## src/rtl/sd_test_pkg.sv

```systemverilog
// Shared definitions for the multi-sector SD tester: FSM states, pattern
// mode encoding and LFSR constants. Optional loop mode: SD_TEST_LOOP_EN.
package sd_test_pkg;

  typedef enum logic [2:0] {
    IDLE,
    WR_START,
    WR_WAIT,
    RD_START,
    RD_WAIT,
    NEXT,
    DONE
  } state_t;

  typedef enum logic {
    PAT_INC  = 1'b0,
    PAT_LFSR = 1'b1
  } pat_mode_t;

  // Right-shifting Fibonacci LFSR tap masks (bit 0 is the output end).
  // 16 bit: x^16 + x^14 + x^13 + x^11 + 1
  localparam logic [15:0] LFSR_TAPS_16 = 16'h002D;
  // 32 bit: x^32 + x^22 + x^2 + x + 1
  localparam logic [31:0] LFSR_TAPS_32 = 32'hC000_0401;

  localparam logic [15:0] LFSR_SEED = 16'hACE1;

endpackage

```

## src/rtl/sd_pat_gen.sv

```systemverilog
// Pattern generator for one sector: load seeds word 0 for sector 'sec',
// advance steps to the next word. One instance feeds writes, one feeds compares.
module sd_pat_gen
  import sd_test_pkg::*;
#(
  parameter int DATA_W        = 16,
  parameter int WORDS_PER_SEC = 256
) (
  input  logic              clk,
  input  logic              rst,
  input  logic              load,
  input  logic              advance,
  input  logic              mode,
  input  logic [15:0]       sec,
  output logic [DATA_W-1:0] word
);

  localparam logic [DATA_W-1:0] TAPS = (DATA_W == 32) ? DATA_W'(LFSR_TAPS_32)
                                                      : DATA_W'(LFSR_TAPS_16);

  logic [15:0]       seed16;
  logic [DATA_W-1:0] load_word;
  logic [DATA_W-1:0] next_word;

  // Word 0 of the sector and the successor of the current word.
  // NOTE: every signal driven here gets a default first, so no latch is inferred.
  always_comb begin
    seed16 = sec ^ LFSR_SEED;
    if (seed16 == 16'd0) seed16 = 16'd1;
    load_word = DATA_W'(32'(sec) * 32'(WORDS_PER_SEC));
    next_word = word + DATA_W'(1);
    if (mode == PAT_LFSR) begin
      load_word = DATA_W'(seed16);
      next_word = {^(word & TAPS), word[DATA_W-1:1]};
    end
  end

  // Current pattern word register.
  // NOTE: registers use non-blocking assignments so every flop samples pre-edge values.
  always_ff @(posedge clk or posedge rst) begin
    if (rst) begin
      word <= '0;
    end else if (load) begin
      word <= load_word;
    end else if (advance) begin
      word <= next_word;
    end
  end

endmodule

```

## src/rtl/sd_multi_sec_tester.sv

```systemverilog
// Multi-sector SD write/read-back tester. Writes a pattern to SEC_NUM sectors
// from START_SEC, reads each back and counts mismatching words.
// Define SD_TEST_LOOP_EN to restart automatically after every run (soak test).
module sd_multi_sec_tester
  import sd_test_pkg::*;
#(
  parameter int          DATA_W        = 16,
  parameter int          WORDS_PER_SEC = 256,
  parameter logic [31:0] START_SEC     = 32'd2000,
  parameter int          SEC_NUM       = 4,
  parameter logic [23:0] TIMEOUT       = 24'd10_000_000
) (
  input  logic              clk,
  input  logic              rst,
  input  logic              sd_init_done,
  input  logic              pat_mode,
  output logic              wr_start_en,
  output logic [31:0]       wr_sec_addr,
  output logic [DATA_W-1:0] wr_data,
  input  logic              wr_busy,
  input  logic              wr_req,
  output logic              rd_start_en,
  output logic [31:0]       rd_sec_addr,
  input  logic              rd_busy,
  input  logic              rd_val_en,
  input  logic [DATA_W-1:0] rd_val_data,
  output logic              done,
  output logic              error_flag,
  output logic [15:0]       err_cnt,
  output logic [15:0]       pass_cnt
);

  state_t            state;
  pat_mode_t         mode_q;
  logic              init_d;
  logic              busy_seen;
  logic [15:0]       sec_idx;
  logic [15:0]       word_cnt;
  logic [23:0]       tmo_cnt;
  logic [DATA_W-1:0] wr_word;
  logic [DATA_W-1:0] rd_word;

  logic        rd_fire;
  logic        mismatch;
  logic        rd_end;
  logic        short_sec;
  logic        tmo_hit;
  logic [16:0] rd_total;
  logic [16:0] err_sum;
  logic [15:0] err_next;

  sd_pat_gen #(.DATA_W(DATA_W), .WORDS_PER_SEC(WORDS_PER_SEC)) u_wr_gen (
    .clk     (clk),
    .rst     (rst),
    .load    (state == WR_START),
    .advance ((state == WR_WAIT) && wr_req),
    .mode    (mode_q),
    .sec     (sec_idx),
    .word    (wr_word)
  );

  sd_pat_gen #(.DATA_W(DATA_W), .WORDS_PER_SEC(WORDS_PER_SEC)) u_rd_gen (
    .clk     (clk),
    .rst     (rst),
    .load    (state == RD_START),
    .advance ((state == RD_WAIT) && rd_val_en),
    .mode    (mode_q),
    .sec     (sec_idx),
    .word    (rd_word)
  );

  // Read-back checks and saturating error accumulation for this cycle.
  always_comb begin
    rd_fire   = (state == RD_WAIT) && rd_val_en;
    mismatch  = rd_fire && (rd_val_data != rd_word);
    rd_end    = (state == RD_WAIT) && busy_seen && !rd_busy;
    rd_total  = {1'b0, word_cnt} + {16'd0, rd_fire};
    short_sec = rd_end && (rd_total != 17'(WORDS_PER_SEC));
    tmo_hit   = ((state == WR_WAIT) || (state == RD_WAIT)) && (tmo_cnt == TIMEOUT - 24'd1);
    err_sum   = {1'b0, err_cnt} + {16'd0, mismatch} + {16'd0, short_sec};
    err_next  = err_sum[16] ? 16'hFFFF : err_sum[15:0];
  end

  // Test sequencer with registered outputs.
  always_ff @(posedge clk or posedge rst) begin
    if (rst) begin
      state       <= IDLE;
      mode_q      <= PAT_INC;
      init_d      <= 1'b0;
      busy_seen   <= 1'b0;
      sec_idx     <= '0;
      word_cnt    <= '0;
      tmo_cnt     <= '0;
      wr_start_en <= 1'b0;
      wr_sec_addr <= '0;
      wr_data     <= '0;
      rd_start_en <= 1'b0;
      rd_sec_addr <= '0;
      done        <= 1'b0;
      error_flag  <= 1'b0;
      err_cnt     <= '0;
      pass_cnt    <= '0;
    end else begin
      init_d      <= sd_init_done;
      wr_start_en <= 1'b0;
      rd_start_en <= 1'b0;
      if ((state != IDLE) && !sd_init_done) begin
        // Controller lost initialisation: abandon the run, keep the error count.
        state <= IDLE;
        done  <= 1'b0;
      end else begin
        case (state)
          IDLE: begin
            if (sd_init_done && !init_d) begin
              mode_q   <= pat_mode_t'(pat_mode);
              err_cnt  <= '0;
              sec_idx  <= '0;
              word_cnt <= '0;
              done     <= 1'b0;
              state    <= WR_START;
            end
          end
          WR_START: begin
            wr_start_en <= 1'b1;
            wr_sec_addr <= START_SEC + {16'd0, sec_idx};
            word_cnt    <= '0;
            tmo_cnt     <= '0;
            busy_seen   <= 1'b0;
            state       <= WR_WAIT;
          end
          WR_WAIT: begin
            tmo_cnt <= tmo_cnt + 24'd1;
            if (wr_busy) busy_seen <= 1'b1;
            if (wr_req) begin
              wr_data  <= wr_word;
              word_cnt <= word_cnt + 16'd1;
            end
            if (tmo_hit) begin
              error_flag <= 1'b1;
              err_cnt    <= 16'hFFFF;
              done       <= 1'b1;
              state      <= DONE;
            end else if (busy_seen && !wr_busy) begin
              word_cnt <= '0;
              state    <= RD_START;
            end
          end
          RD_START: begin
            rd_start_en <= 1'b1;
            rd_sec_addr <= START_SEC + {16'd0, sec_idx};
            tmo_cnt     <= '0;
            busy_seen   <= 1'b0;
            state       <= RD_WAIT;
          end
          RD_WAIT: begin
            tmo_cnt <= tmo_cnt + 24'd1;
            if (rd_busy) busy_seen <= 1'b1;
            if (rd_fire) word_cnt <= word_cnt + 16'd1;
            if (mismatch || short_sec) begin
              err_cnt    <= err_next;
              error_flag <= 1'b1;
            end
            if (tmo_hit) begin
              error_flag <= 1'b1;
              err_cnt    <= 16'hFFFF;
              done       <= 1'b1;
              state      <= DONE;
            end else if (rd_end) begin
              word_cnt <= '0;
              state    <= NEXT;
            end
          end
          NEXT: begin
            if (sec_idx == 16'(SEC_NUM - 1)) begin
              done <= 1'b1;
              if (err_cnt == 16'd0) pass_cnt <= pass_cnt + 16'd1;
              state <= DONE;
            end else begin
              sec_idx <= sec_idx + 16'd1;
              state   <= WR_START;
            end
          end
          DONE: begin
`ifdef SD_TEST_LOOP_EN
            done    <= 1'b0;
            sec_idx <= '0;
            err_cnt <= '0;
            mode_q  <= pat_mode_t'(pat_mode);
            state   <= WR_START;
`else
            state   <= DONE;
`endif
          end
          default: state <= IDLE;
        endcase
      end
    end
  end

endmodule
```

## config.mk

```make
export PLATFORM = sky130hd
export DESIGN_NAME = sd_multi_sec_tester
export DESIGN_NICKNAME = d
export VERILOG_FILES = /design/src/rtl/sd_test_pkg.sv /design/src/rtl/sd_pat_gen.sv /design/src/rtl/sd_multi_sec_tester.sv
export SDC_FILE = /design/constraint.sdc
export NUM_CORES = 1
export LEC_CHECK = 0
export ABC_AREA = 1
export BUFFER_PORTS_ARGS = -buffer_cell sky130_fd_sc_hd__clkbuf_2
export CAP_MARGIN = 10
export CORE_UTILIZATION = 50
export CTS_CLUSTER_DIAMETER = 50
export DETAILED_ROUTE_END_ITERATION = 10
export PLACE_DENSITY = 0.7
export SKIP_CTS_REPAIR_TIMING = 1
export SYNTH_ARGS = -nofsm -noshare
export SYNTH_HDL_FRONTEND = slang
export SYNTH_SLANG_ARGS = --single-unit
```

## constraint.sdc

```tcl
create_clock -name clk -period 6.75 [get_ports clk]
set_input_delay 1.0125 -clock clk [delete_from_list [all_inputs] [get_ports clk]]
set_output_delay 1.0125 -clock clk [all_outputs]
set_load 0.01 [all_outputs]
```

Word-level counts from Yosys, hierarchy flattened. Index checks and enable logic that the tools add are counted.

Add/subtract/negate cells: 10. Eq/ne operators: 21. Muxes and demuxes: 47. Bitwise gates (word level): 2. Reductions and logical operators: 46.

Operators by type and width (number): $mux 16 (20); $add 16x1->16 const B (5); $pmux 16 s4 (1); $pmux 16 s3 (1); $pmux 24 s2 (1); $add 16x1->17 (2); $logic_not 16->1 (2); $pmux 16 s2 (1); $reduce_xor 16->1 (2); $add 24x1->24 const B (1); $eq 24x24->1 const B (1); $mux 3 (7); $pmux 3 s7 (1); $reduce_and 4->1 (5); $add 11x16->17 const A (1); $add 17x1->17 (1); $ne 17x9->1 const B (1); $eq 16x2->1 const B (1); $ne 16x16->1 (1); $mux 1 (12); $reduce_and 3->1 (4); $logic_and 1x1->1 (10); $ne 2x2->1 const B (5); $reduce_bool 2->1 (5); 20 further kinds (35).

Register bits after elaboration: 210. Input bits: 24. Output and inout port bits: 116. Logic and storage cells: 144.

Depth between registers and ports, before layout. Gate-level depths: netlist of run 1.

Word-level depth: 10. Gate-level depth with buffers: 29. Gate-level depth less buffers: 27.

Modules after synthesis. From an unflattened synthesis of run 1, not the netlist that was laid out.

Cell total of the unflattened synthesis: 1774. Area, all modules: 12376.9 um2.

Modules (own cells, without submodules): sd_multi_sec_tester (instances 1, cells an instance 1310, area each 9491.6 um2, sequential area each 3703.6 um2); sd_pat_gen (instances 2, cells an instance 232, area each 1442.6 um2, sequential area each 400.4 um2).

Least setup slack after synthesis of run 1. No wires, ideal clock.

Path type: input port to flip-flop. From: input port rd_val_en. To: register err_cnt[10]. Setup time: 0.066 ns. Arrival time: 4.388 ns. Data required time: 6.684 ns. Slack: 2.297 ns. Stages: 26. Path buffers: 2. Path through: clkinv_1 > nor2_2 > clkbuf_1 > ha_1 > ha_1 > nand3_2 > nor2_1 > nand3_1 > nand2_1 > nand2_1 > nand2_1 > nor2_1 > nand3_1 > nand2_2 > fa_1 > inv_1 > ha_1 > nand3_1 > inv_1 > nand4_1 > buf_2 > nand3_1 > nand2_1 > nand2_1 > nand4_1 > nand2_1.

Cells in the longest elaborated chain, start to end: 9. Elaborated cells between the ends (all ways): 14. Classes of those cells: add/sub: 3; eq/ne: 2; mux: 4; reduce/logical: 5.

RTL lines: from (decl) (line sd_multi_sec_tester.sv:25) `input logic rd_val_en,`; $logic_and 1x1->1 * (line sd_multi_sec_tester.sv:74) `rd_fire = (state == RD_WAIT) && rd_val_en;`; $add 16x1->17 (line sd_multi_sec_tester.sv:77) `rd_total = {1'b0, word_cnt} + {16'd0, rd_fire};`; $ne 17x9->1 (line sd_multi_sec_tester.sv:78) `short_sec = rd_end && (rd_total != 17'(WORDS_PER_SEC));`; $logic_and 1x1->1 (line sd_multi_sec_tester.sv:78); $add 17x1->17 (line sd_multi_sec_tester.sv:80) `err_sum = {1'b0, err_cnt} + {16'd0, mismatch} + {16'd0, short_sec};`; $mux 16 (line sd_multi_sec_tester.sv:81) `err_next = err_sum[16] ? 16'hFFFF : err_sum[15:0];`; $mux 16 (line sd_multi_sec_tester.sv:159) `if (mismatch || short_sec) begin`; $mux 16 (line sd_multi_sec_tester.sv:163) `if (tmo_hit) begin`; $pmux 16 s3 (line sd_multi_sec_tester.sv:112) `case (state)`; to (signal assigned) (line sd_multi_sec_tester.sv:160) `err_cnt <= err_next;`; to (decl) (line sd_multi_sec_tester.sv:29) `output logic [15:0] err_cnt,`.

Mark *: on every way between the ends. The rest lies on a longest branch, timed or not. The select of a mux whose other input is x is not followed. A chain may end at the register's enable or synchronous reset.

Worst setup path in the final report of run 1.
From: input port rd_val_en. To: register err_cnt[14].

Same word-level chain as after synthesis.

==> results of run 1 <==
## per-layer routing
metal  vias up  GRT usage [%]
li1       5343              -
met2       386           41.7
met1      5171           37.8
met3        33           4.88
met4         0           6.74
met5         -              0
## flip-flops by register name (all words and copies together), names as in the netlist
register	count
state	3
error_flag	1
wr_start_en	1
init_d	1
rd_sec_addr	17
u_wr_gen.word	16
wr_sec_addr	17
err_cnt	16
word_cnt	16
done	1
wr_data	16
tmo_cnt	24
busy_seen	1
mode_q	1
rd_start_en	1
sec_idx	16
u_rd_gen.word	16
pass_cnt	16
## worst max-delay path, delay by kind of cell
family | cells | cell delay (ps)
and+or+nand+nor | 15 | 2400
adders and majority gates | 4 | 990
AOI/OAI and AO/OA | 1 | 100
buffers and inverters | 5 | 880
## metrics by stage
step | area [µm²] | setup WS (ps) | total power (µW) | instances
floorplan | 11800 | 851 | 3300 | 1617
global route | 12800 | 1240 | 5260 | 1973
detailed placement | 12200 | 1340 | 3840 | 1941
finish | 12800 | 1760 | 4890 | 1973
global placement | 12200 | 1450 | 3800 | 1941
CTS | 12800 | 1800 | 4880 | 1973
## final cells by class
cell class,instances,area [µm²],area share [%]
multi-input cells,1181,6150,48.0
flip-flops and latches,180,4500,35.2
inverters,155,587,4.58
repair buffers,112,568,4.44
clock buffers,18,439,3.43
well taps,313,392,3.06
clock inverters,14,161,1.26
## power by group through the flow
stage               logic (µW)  registers (µW)  clock network (µW)
floorplan                 1610            1690                   0
global placement          2030            1770                   0
detailed placement        2070            1780                   0
CTS                       2080            1760                1040
global route              2360            1820                1090
finish                    2090            1770                1030
## cells by family after synthesis
logic type / synth area share, %
other: 0.0321
buffers and inverters: 9.70
AND/OR/NAND/NOR: 29.9
adder cells (fa/ha/maj): 1.78
XOR/XNOR: 6.45
AO/OA/AOI/OAI: 13.1
multiplexers: 0.461
flip-flops: 38.6
## final timing paths
check	to	slack, ps	cells past startpoint
max in group asynchronous	err_cnt[15]	4520	3
min in group asynchronous	wr_start_en	770	2
worst max register to register	err_cnt[14]	1950	25
worst min-delay path	wr_sec_addr[6]	480	2
worst min register to register	wr_sec_addr[6]	480	2
worst max-delay path	err_cnt[14]	1760	25
## placed cells by master, fill, tap and decap left out, drive strengths merged, types with 14 or more instances in the layout
cell type,n
a31oi,14
o21ai,120
o211ai,25
nand4,55
nor3,45
dfrtp,180
ha,15
xor2,60
a21oi,53
conb,30
clkbuf,127
nand3,98
nand2,408
xnor2,26
nor2,151
inv,157
nor4,15
==> reports/qor.yml, run 1 <==
total_clock_buffers_created_by_cts: 17
detailed_place_hpwl_um: 21700
timing_max_transition_violations_final: 0
synth_sequential_area_ratio_pct: 38.6
areaGrowthSynthToFinish_pct: 9.62
critical_path_fanout_max: 16
clock_tree.root_cell: "sky130_fd_sc_hd__clkbuf_16"
final_layout_size_suffix_gt1_share_pct: 11.9
synth_top_area_share_pct: 38.6
wl_met2_um: 14100
wl_um: 30800
insertedDiodeCount: 0
synth_async_sr_flop_share_pct: 100
critPathRequiredTime_ps: 7130
fillers: 2136
run_status: "complete, no violations"
num_vias: 10900
number_of_storage_elements_in_the_synthesis_netlist: 180
max_slew_margin_pct: 31.5
p_per_area_mw_per_mm2: 382
tns_ps: 0
worst_ir_drop_vdd_mv: 0.226
p_comb_share_pct: 42.7
critical_path_data_arrival_time_ps: 5360
row_count: 55
core_region_area_mm2: 0.0228
yosys_cell_types: 57
height_of_the_die_um: 155
clk-insertion-delay-late_ps: 440
switching_share_pct: 46.0
power.internal_uw: 2640
route.top_layer_used: "met4"
top_area_cells_in_the_synthesized_netlist: "sky130_fd_sc_hd__dfrtp_1 39%, sky130_fd_sc_hd__nand2_1 13%, sky130_fd_sc_hd__o21ai_0 5.0%"
design.final.nets: 1687
max_freq_ghz: 0.201
placement.io_buffers: 109
clock_tree.htree_level_count: 4
power_frac_clock_pct: 21.1
cts-root-to-sink-buffers: 2
grt_max_degree: 110
net-switching-power_uw: 2250
max-cap-violations: 0
grt_setup_unrepaired: "false"
synth-warning-count: 0
drt_pre_antenna_iters: 5
synth_top_cells_by_count: "395 x sky130_fd_sc_hd__nand2_1, 180 x sky130_fd_sc_hd__dfrtp_1, 143 x sky130_fd_sc_hd__inv_1"
synth_edf_count: 0
synth_top_cell_by_area: "sky130_fd_sc_hd__dfrtp_1"
finalCritPeriodShare_pct: 73.9
grt_antenna_before_repair: 0
crit_path_max_incr_delay_ps: 600
syn_area_per_cell_um2: 7.35
post-route-drc-count: 0
cts_tree: "yes"
ioPinCount: 140
initial_core_utilization_pct: 51.3
seq_power_share_pct: 36.2
globalplace.congestion: 0.992
grt_first_pass_wirelength_um: 51600
finalSetupViolCount: 0
syn_inst: 1588
synth_flop_cell: "sky130_fd_sc_hd__dfrtp_1"
layout.core_utilization_pct: 56.2
min-delay-start: "wr_sec_addr[6]"
syn_area_mm2: 0.0117
routedWlPerCell_um: 15.6
global_route.overflow_total: 0
clock_sink_count: 180
hold_viol: 0
worst_hold_slack_ps: 484
worst-slew-pin-transition_ps: 1030
fin_skew_ps: 9.53
design.die.area_mm2: 0.0240
worstSetupEndpointType: "flop"
yosysMostFrequentCell: "sky130_fd_sc_hd__nand2_1"
residual_antenna_violating_net_count_after_detailed_routing: 0
dr.first_iter.drc_count: 860
met3WireLength_um: 2040
first_global_vias: 10100
power.static_leakage_uw: 0.00590
crit_slowest_cell: "sky130_fd_sc_hd__nand4_1"
timing.rr.start: "state[0]"
final.min_clock_period_ps: 4990
die-width_um: 155
crit_start: "rd_val_en"
met1_length_um: 14400
crit_type: "in2reg"
cts.clk_slew.worst_paths_ps: 70
crit_path_start_kind: "input pin"
grt_usage_pct: 26.6
vias_per_cell: 5.54
hp-class: "reg2reg"
No activity file was read; power rests on OpenSTA's default activity.
==> inputs of run 2 (changes only) <==
--- a/config.mk
+++ b/config.mk
@@ -5,13 +5,13 @@
 export SDC_FILE = /design/constraint.sdc
 export NUM_CORES = 1
 export LEC_CHECK = 0
-export ABC_AREA = 1
+export ABC_AREA = 0
 export BUFFER_PORTS_ARGS = -buffer_cell sky130_fd_sc_hd__clkbuf_2
 export CAP_MARGIN = 10
 export CORE_UTILIZATION = 50
 export CTS_CLUSTER_DIAMETER = 50
 export DETAILED_ROUTE_END_ITERATION = 10
-export PLACE_DENSITY = 0.7
+export PLACE_DENSITY = 0.73
 export SKIP_CTS_REPAIR_TIMING = 1
 export SYNTH_ARGS = -nofsm -noshare
 export SYNTH_HDL_FRONTEND = slang
==> constraint.sdc (replaced) <==
create_clock -name clk -period 4.27 [get_ports clk]
set_input_delay 0.6405 -clock clk [delete_from_list [all_inputs] [get_ports clk]]
set_output_delay 0.6405 -clock clk [all_outputs]
set_load 0.01 [all_outputs]
==> reports/qor.yml, run 2 <==
run_status: "complete, no violations"
largest_register: "tmo_cnt"
row_count: 53
clock_tree.root_cell: "sky130_fd_sc_hd__clkbuf_16"
global_route.overflow_total: 0
wl_um: 26200
num_vias: 9307
worst_ir_drop_vdd_mv: 0.257
die-width_um: 150
dr.first_iter.drc_count: 571
globalplace.congestion: 0.894
timing_max_transition_violations_final: 0
synth_flop_cell: "sky130_fd_sc_hd__dfrtp_1"
cts.clk_slew.worst_paths_ps: 80
finalCritPeriodShare_pct: 94.9
grt_max_degree: 163
critPathRequiredTime_ps: 4610
tns_ps: 0
syn_inst: 1244
drt_pre_antenna_iters: 5
fin_skew_ps: 15.3
detailed_place_hpwl_um: 18200
areaGrowthSynthToFinish_pct: 11.8
crit_type: "reg2reg"
max_freq_ghz: 0.247
worst-r2r-cell-count: 22
grt_usage_pct: 24.0
top_area_cells_in_the_synthesized_netlist: "sky130_fd_sc_hd__dfrtp_1 41%, sky130_fd_sc_hd__nand2_1 5.8%, sky130_fd_sc_hd__o21ai_0 5.2%"
max_ffs_per_register: 24
grt_setup_unrepaired: "true"
synth_top_cells_by_count: "180 x sky130_fd_sc_hd__dfrtp_1, 170 x sky130_fd_sc_hd__nand2_1, 114 x sky130_fd_sc_hd__o21ai_0"
routedWlPerCell_um: 16.4
synth_sequential_area_ratio_pct: 41.3
vias_per_cell: 5.84
max_slew_margin_pct: 31.3
grt_first_pass_wirelength_um: 43200
critical_path_data_arrival_time_ps: 4390
residual_antenna_violating_net_count_after_detailed_routing: 0
synth_top_cell_by_area: "sky130_fd_sc_hd__dfrtp_1"
max-cap-violations: 0
clk-insertion-delay-late_ps: 440
p_per_area_mw_per_mm2: 491
crit_path_start_kind: "flop"
clock_sink_count: 180
hold_viol: 0
design.final.nets: 1347
ioPinCount: 140
core_region_area_mm2: 0.0212
syn_area_mm2: 0.0109
synth_async_sr_flop_share_pct: 100
worst-slew-pin-transition_ps: 1030
yosysMostFrequentCell: "sky130_fd_sc_hd__dfrtp_1"
height_of_the_die_um: 150
grt_antenna_before_repair: 0
final_cell_mix: "179 x sky130_fd_sc_hd__dfrtp_1, 168 x sky130_fd_sc_hd__nand2_1, 113 x sky130_fd_sc_hd__o21ai_0"
worstSetupEndpointType: "flop"
cts_tree: "yes"
worst_hold_slack_ps: 199
final.min_clock_period_ps: 4050
layout.core_utilization_pct: 57.5
post-route-drc-count: 0
synth-warning-count: 0
placement.io_buffers: 109
number_of_storage_elements_in_the_synthesis_netlist: 180
initial_core_utilization_pct: 51.4
total_clock_buffers_created_by_cts: 17
final_common_cell: "sky130_fd_sc_hd__dfrtp_1"
hp-class: "in2async"
finalSetupViolCount: 0
yosys_cell_types: 79
final_layout_size_suffix_gt1_share_pct: 18.0
reg_top3: "tmo_cnt: 24 flops, rd_sec_addr: 17 flops, wr_sec_addr: 17 flops"
first_global_vias: 8477
critical_path_fanout_max: 7
synth_edf_count: 0
power.static_leakage_uw: 0.00541
cts-root-to-sink-buffers: 2
syn_area_per_cell_um2: 8.77
design.die.area_mm2: 0.0224
clock_tree.htree_level_count: 4
synth_top_area_share_pct: 41.3
total_power_uw: 6000
insertedDiodeCount: 0
[run 2: logic make-up after synthesis]
family	after synthesis	synth area share, %
fa+ha+maj	17	1.99
simple gates	479	21.4
flops	180	41.3
xor+xnor	105	8.49
buf+inv	149	6.83
mux	37	3.70
compound gates	276	16.3
other cells	1	0.0344
[run 2: through the flow]
step                instances  worst slack [ps]  area (µm²)
floorplan                1273             -19.0       11100
global placement         1556               205       11500
detailed placement       1556               135       11500
CTS                      1588               161       12100
global route             1595             -72.8       12200
finish                   1595               217       12200
[run 2: worst max-delay path, stage by stage (launching register included)]
cell and delay (ps):
sky130_fd_sc_hd__dfrtp_1 410, sky130_fd_sc_hd__nor3b_4 280, sky130_fd_sc_hd__nand2_2 120, sky130_fd_sc_hd__clkinv_4 60
sky130_fd_sc_hd__ha_4 130, sky130_fd_sc_hd__ha_4 140, sky130_fd_sc_hd__nand4_1 160, sky130_fd_sc_hd__nor2_2 180
sky130_fd_sc_hd__mux2i_1 90, sky130_fd_sc_hd__a22oi_1 190, sky130_fd_sc_hd__a2111o_1 190, sky130_fd_sc_hd__nand2_2 70
sky130_fd_sc_hd__fa_2 350, sky130_fd_sc_hd__inv_1 90, sky130_fd_sc_hd__ha_2 190, sky130_fd_sc_hd__and3_1 180
sky130_fd_sc_hd__nand4_1 150, sky130_fd_sc_hd__o21ai_2 260, sky130_fd_sc_hd__nor2_2 120, sky130_fd_sc_hd__buf_4 210
sky130_fd_sc_hd__nand2_1 60, sky130_fd_sc_hd__nand2_1 60, sky130_fd_sc_hd__a221oi_2 260
[run 2: path summary, 6_finish.rpt]
check	startpoint	to	slack (ps)
worst max-delay path	state[0]	err_cnt[3]	220
worst min-delay path	rst	pass_cnt[13]	200
worst max register to register	state[0]	err_cnt[3]	220
worst min register to register	pass_cnt[15]	pass_cnt[15]	470
max in group asynchronous	rst	tmo_cnt[10]	2800
min in group clk	pat_mode	mode_q	460
[run 2: power breakdown]
group          switching, µW  total (µW)  internal, µW
Sequential               435        2430          2000
Clock                    819        1630           807
Combinational           1150        1940           789
Total                   2400        6000          3590
[run 2: final cells by class]
cell class                 instances  area, µm²
clock buffer                      17        425
inverter                          30        121
timing repair buffer             133        738
clock inverter                    15        201
tap                              275        344
sequential                       180       4510
fill                            1910       9010
multi-input combinational        945       5870
[run 2: routing by layer]
layer	vias to the layer above	wire length, µm	GRT usage (%)
met5	-	0	0
met3	46	1270	3.38
met1	4502	12000	33.1
met4	0	567	8.23
met2	283	12400	38.6
li1	4476	-	-
==> inputs of run 3 (changes only) <==
--- a/config.mk
+++ b/config.mk
@@ -8,6 +8,7 @@
 export ABC_AREA = 0
 export BUFFER_PORTS_ARGS = -buffer_cell sky130_fd_sc_hd__clkbuf_2
 export CAP_MARGIN = 10
+export CORE_MARGIN = 3
 export CORE_UTILIZATION = 50
 export CTS_CLUSTER_DIAMETER = 50
 export DETAILED_ROUTE_END_ITERATION = 10
==> reports/qor.yml, run 3 (synthesized netlist as in run 2, its figures left out) <==
row_count: 53
r2r_setup_slack_ps: 140
timing.rr.start: "state[0]"
crit_type: "reg2reg"
rr_endpoint: "err_cnt[3]"
placement.io_buffers: 109
cts_tree: "yes"
globalplace.congestion: 0.870
crit_path_max_incr_delay_ps: 410
grt_usage_pct: 22.4
vias_per_cell: 5.88
height_of_the_die_um: 154
worstSetupEndpointType: "flop"
worstPathCellList: "nor3b_4 > nand2_2 > clkinv_4 > ha_4 > ha_4 > nand4_1 > nor2_2 > mux2i_1 > a22oi_1 > a2111o_1 > nand2_2 > fa_2 > inv_2 > ha_4 > and3_4 > nand4_1 > o21ai_4 > nor2_4 > buf_6 > nand2_1 > nand2_1 > a221oi_2"
p_per_area_mw_per_mm2: 493
critical_path_fanout_max: 7
crit_path_start_kind: "flop"
total_clock_buffers_created_by_cts: 17
initial_core_utilization_pct: 51.4
finalCritPeriodShare_pct: 96.8
num_vias: 9412
grtUsageMet3_pct: 3.49
hp-class: "in2async"
largest_register: "tmo_cnt"
finalSetupViolCount: 0
reg_top3: "tmo_cnt: 24 flops, rd_sec_addr: 17 flops, wr_sec_addr: 17 flops"
insertedDiodeCount: 0
routedWlPerCell_um: 17.0
grt_first_pass_wirelength_um: 44300
critical-path-top-cell-by-count: "sky130_fd_sc_hd__ha_4"
drt_pre_antenna_iters: 5
grt_antenna_before_repair: 0
first_global_vias: 8782
run_status: "complete, no violations"
total_power_uw: 6050
residual_antenna_violating_net_count_after_detailed_routing: 0
clock_sink_count: 180
design.die.area_mm2: 0.0236
hold_viol: 0
global_route.overflow_total: 0
tns_ps: 0
max_ffs_per_register: 24
max-cap-violations: 0
critPathRequiredTime_ps: 4620
final_layout_size_suffix_gt1_share_pct: 18.7
clock_tree.htree_level_count: 4
final_cell_mix: "179 x sky130_fd_sc_hd__dfrtp_1, 167 x sky130_fd_sc_hd__nand2_1, 112 x sky130_fd_sc_hd__o21ai_0"
worst-slew-pin-transition_ps: 1030
final_common_cell: "sky130_fd_sc_hd__dfrtp_1"
use_met1_pct: 31.2
power.static_leakage_uw: 0.00544
critical_path_data_arrival_time_ps: 4480
gr-max-usage-layer: "met2"
crit_slowest_cell: "sky130_fd_sc_hd__dfrtp_1"
detailed_place_hpwl_um: 18800
clk-insertion-delay-late_ps: 450
clock_tree.root_cell: "sky130_fd_sc_hd__clkbuf_16"
worst_ir_drop_vdd_mv: 0.362
dr.first_iter.drc_count: 708
wl_um: 27100
design.final.nets: 1352
grt_max_degree: 171
cts.clk_slew.worst_paths_ps: 80
max_slew_margin_pct: 31.0
grt_setup_unrepaired: "true"
ioPinCount: 140
fillers: 1903
grt_util_met2_pct: 35.8
core_region_area_mm2: 0.0212
areaGrowthSynthToFinish_pct: 12.5
cts-root-to-sink-buffers: 2
die-width_um: 154
final.min_clock_period_ps: 4130
post-route-drc-count: 0
fin_skew_ps: 16.1
timing_max_transition_violations_final: 0
max_freq_ghz: 0.242
worst-r2r-cell-count: 22
run 3: changes by cell type in the layout (fill, tap and decap cells not counted), sizes merged:
cell,change
clkinv,-1
inv,+1
buf,+5
run 3: worst max path at each step:
stage,cells after the start,endpoint,from,slack [ps]
6_report,22,err_cnt[3],state[0],140
2_1_floorplan,26,err_cnt[4],state[1],-20
3_3_place_gp,20,err_cnt[7],rd_val_en,250
4_1_cts,20,err_cnt[7],state[1],100
5_1_grt,20,err_cnt[7],state[0],-80
3_5_place_dp,20,err_cnt[7],rd_val_en,120
run 3: layout make-up:
| cell class | count | area [µm²] | share of cell area (%) |
|---|---|---|---|
| inverter | 30 | 121 | 0.988 |
| sequential | 180 | 4510 | 36.7 |
| clock inverter | 15 | 199 | 1.62 |
| tap | 275 | 344 | 2.80 |
| clock buffer | 17 | 425 | 3.46 |
| multi-input combinational | 945 | 5910 | 48.1 |
| timing repair buffer | 138 | 779 | 6.35 |
run 3: power breakdown:
group	total [µW]	switching (µW)	internal, µW
logic	1980	1180	803
clock network	1630	823	808
registers	2440	438	2000
run 3: per-layer routing:
| metal | part of all wire, % | vias up | wire length [µm] |
|---|---|---|---|
| met4 | 2.8 | 0 | 768 |
| met3 | 5.9 | 61 | 1610 |
| met1 | 44 | 4517 | 12100 |
| met2 | 47 | 351 | 12700 |
| met5 | 0 | - | 0 |
| li1 | - | 4483 | - |
run 3: worst max-delay path, delay by kind of cell (launching register included):
| kind | cells | cell delay [ps] |
|---|---|---|
| and+or+nand+nor | 10 | 1490 |
| DFF | 1 | 410 |
| buffers and inverters | 3 | 310 |
| adders and majority gates | 4 | 760 |
| AOI/OAI and AO/OA | 4 | 950 |
| muxes | 1 | 100 |
run 3: metrics by stage:
stage / setup WS [ps] / std cells / area [µm²] / hold WS, ps / utilization (%)
6_report: 137 / 1600 / 12300 / 122 / 57.9
5_1_grt: -82.0 / 1600 / 12300 / 130 / 57.9
4_1_cts: 100 / 1588 / 12100 / 117 / 57.2
3_5_place_dp: 117 / 1556 / 11500 / 468 / 54.2
3_3_place_gp: 253 / 1556 / 11500 / 461 / 54.2
2_1_floorplan: -19.0 / 1273 / 11100 / 468 / -
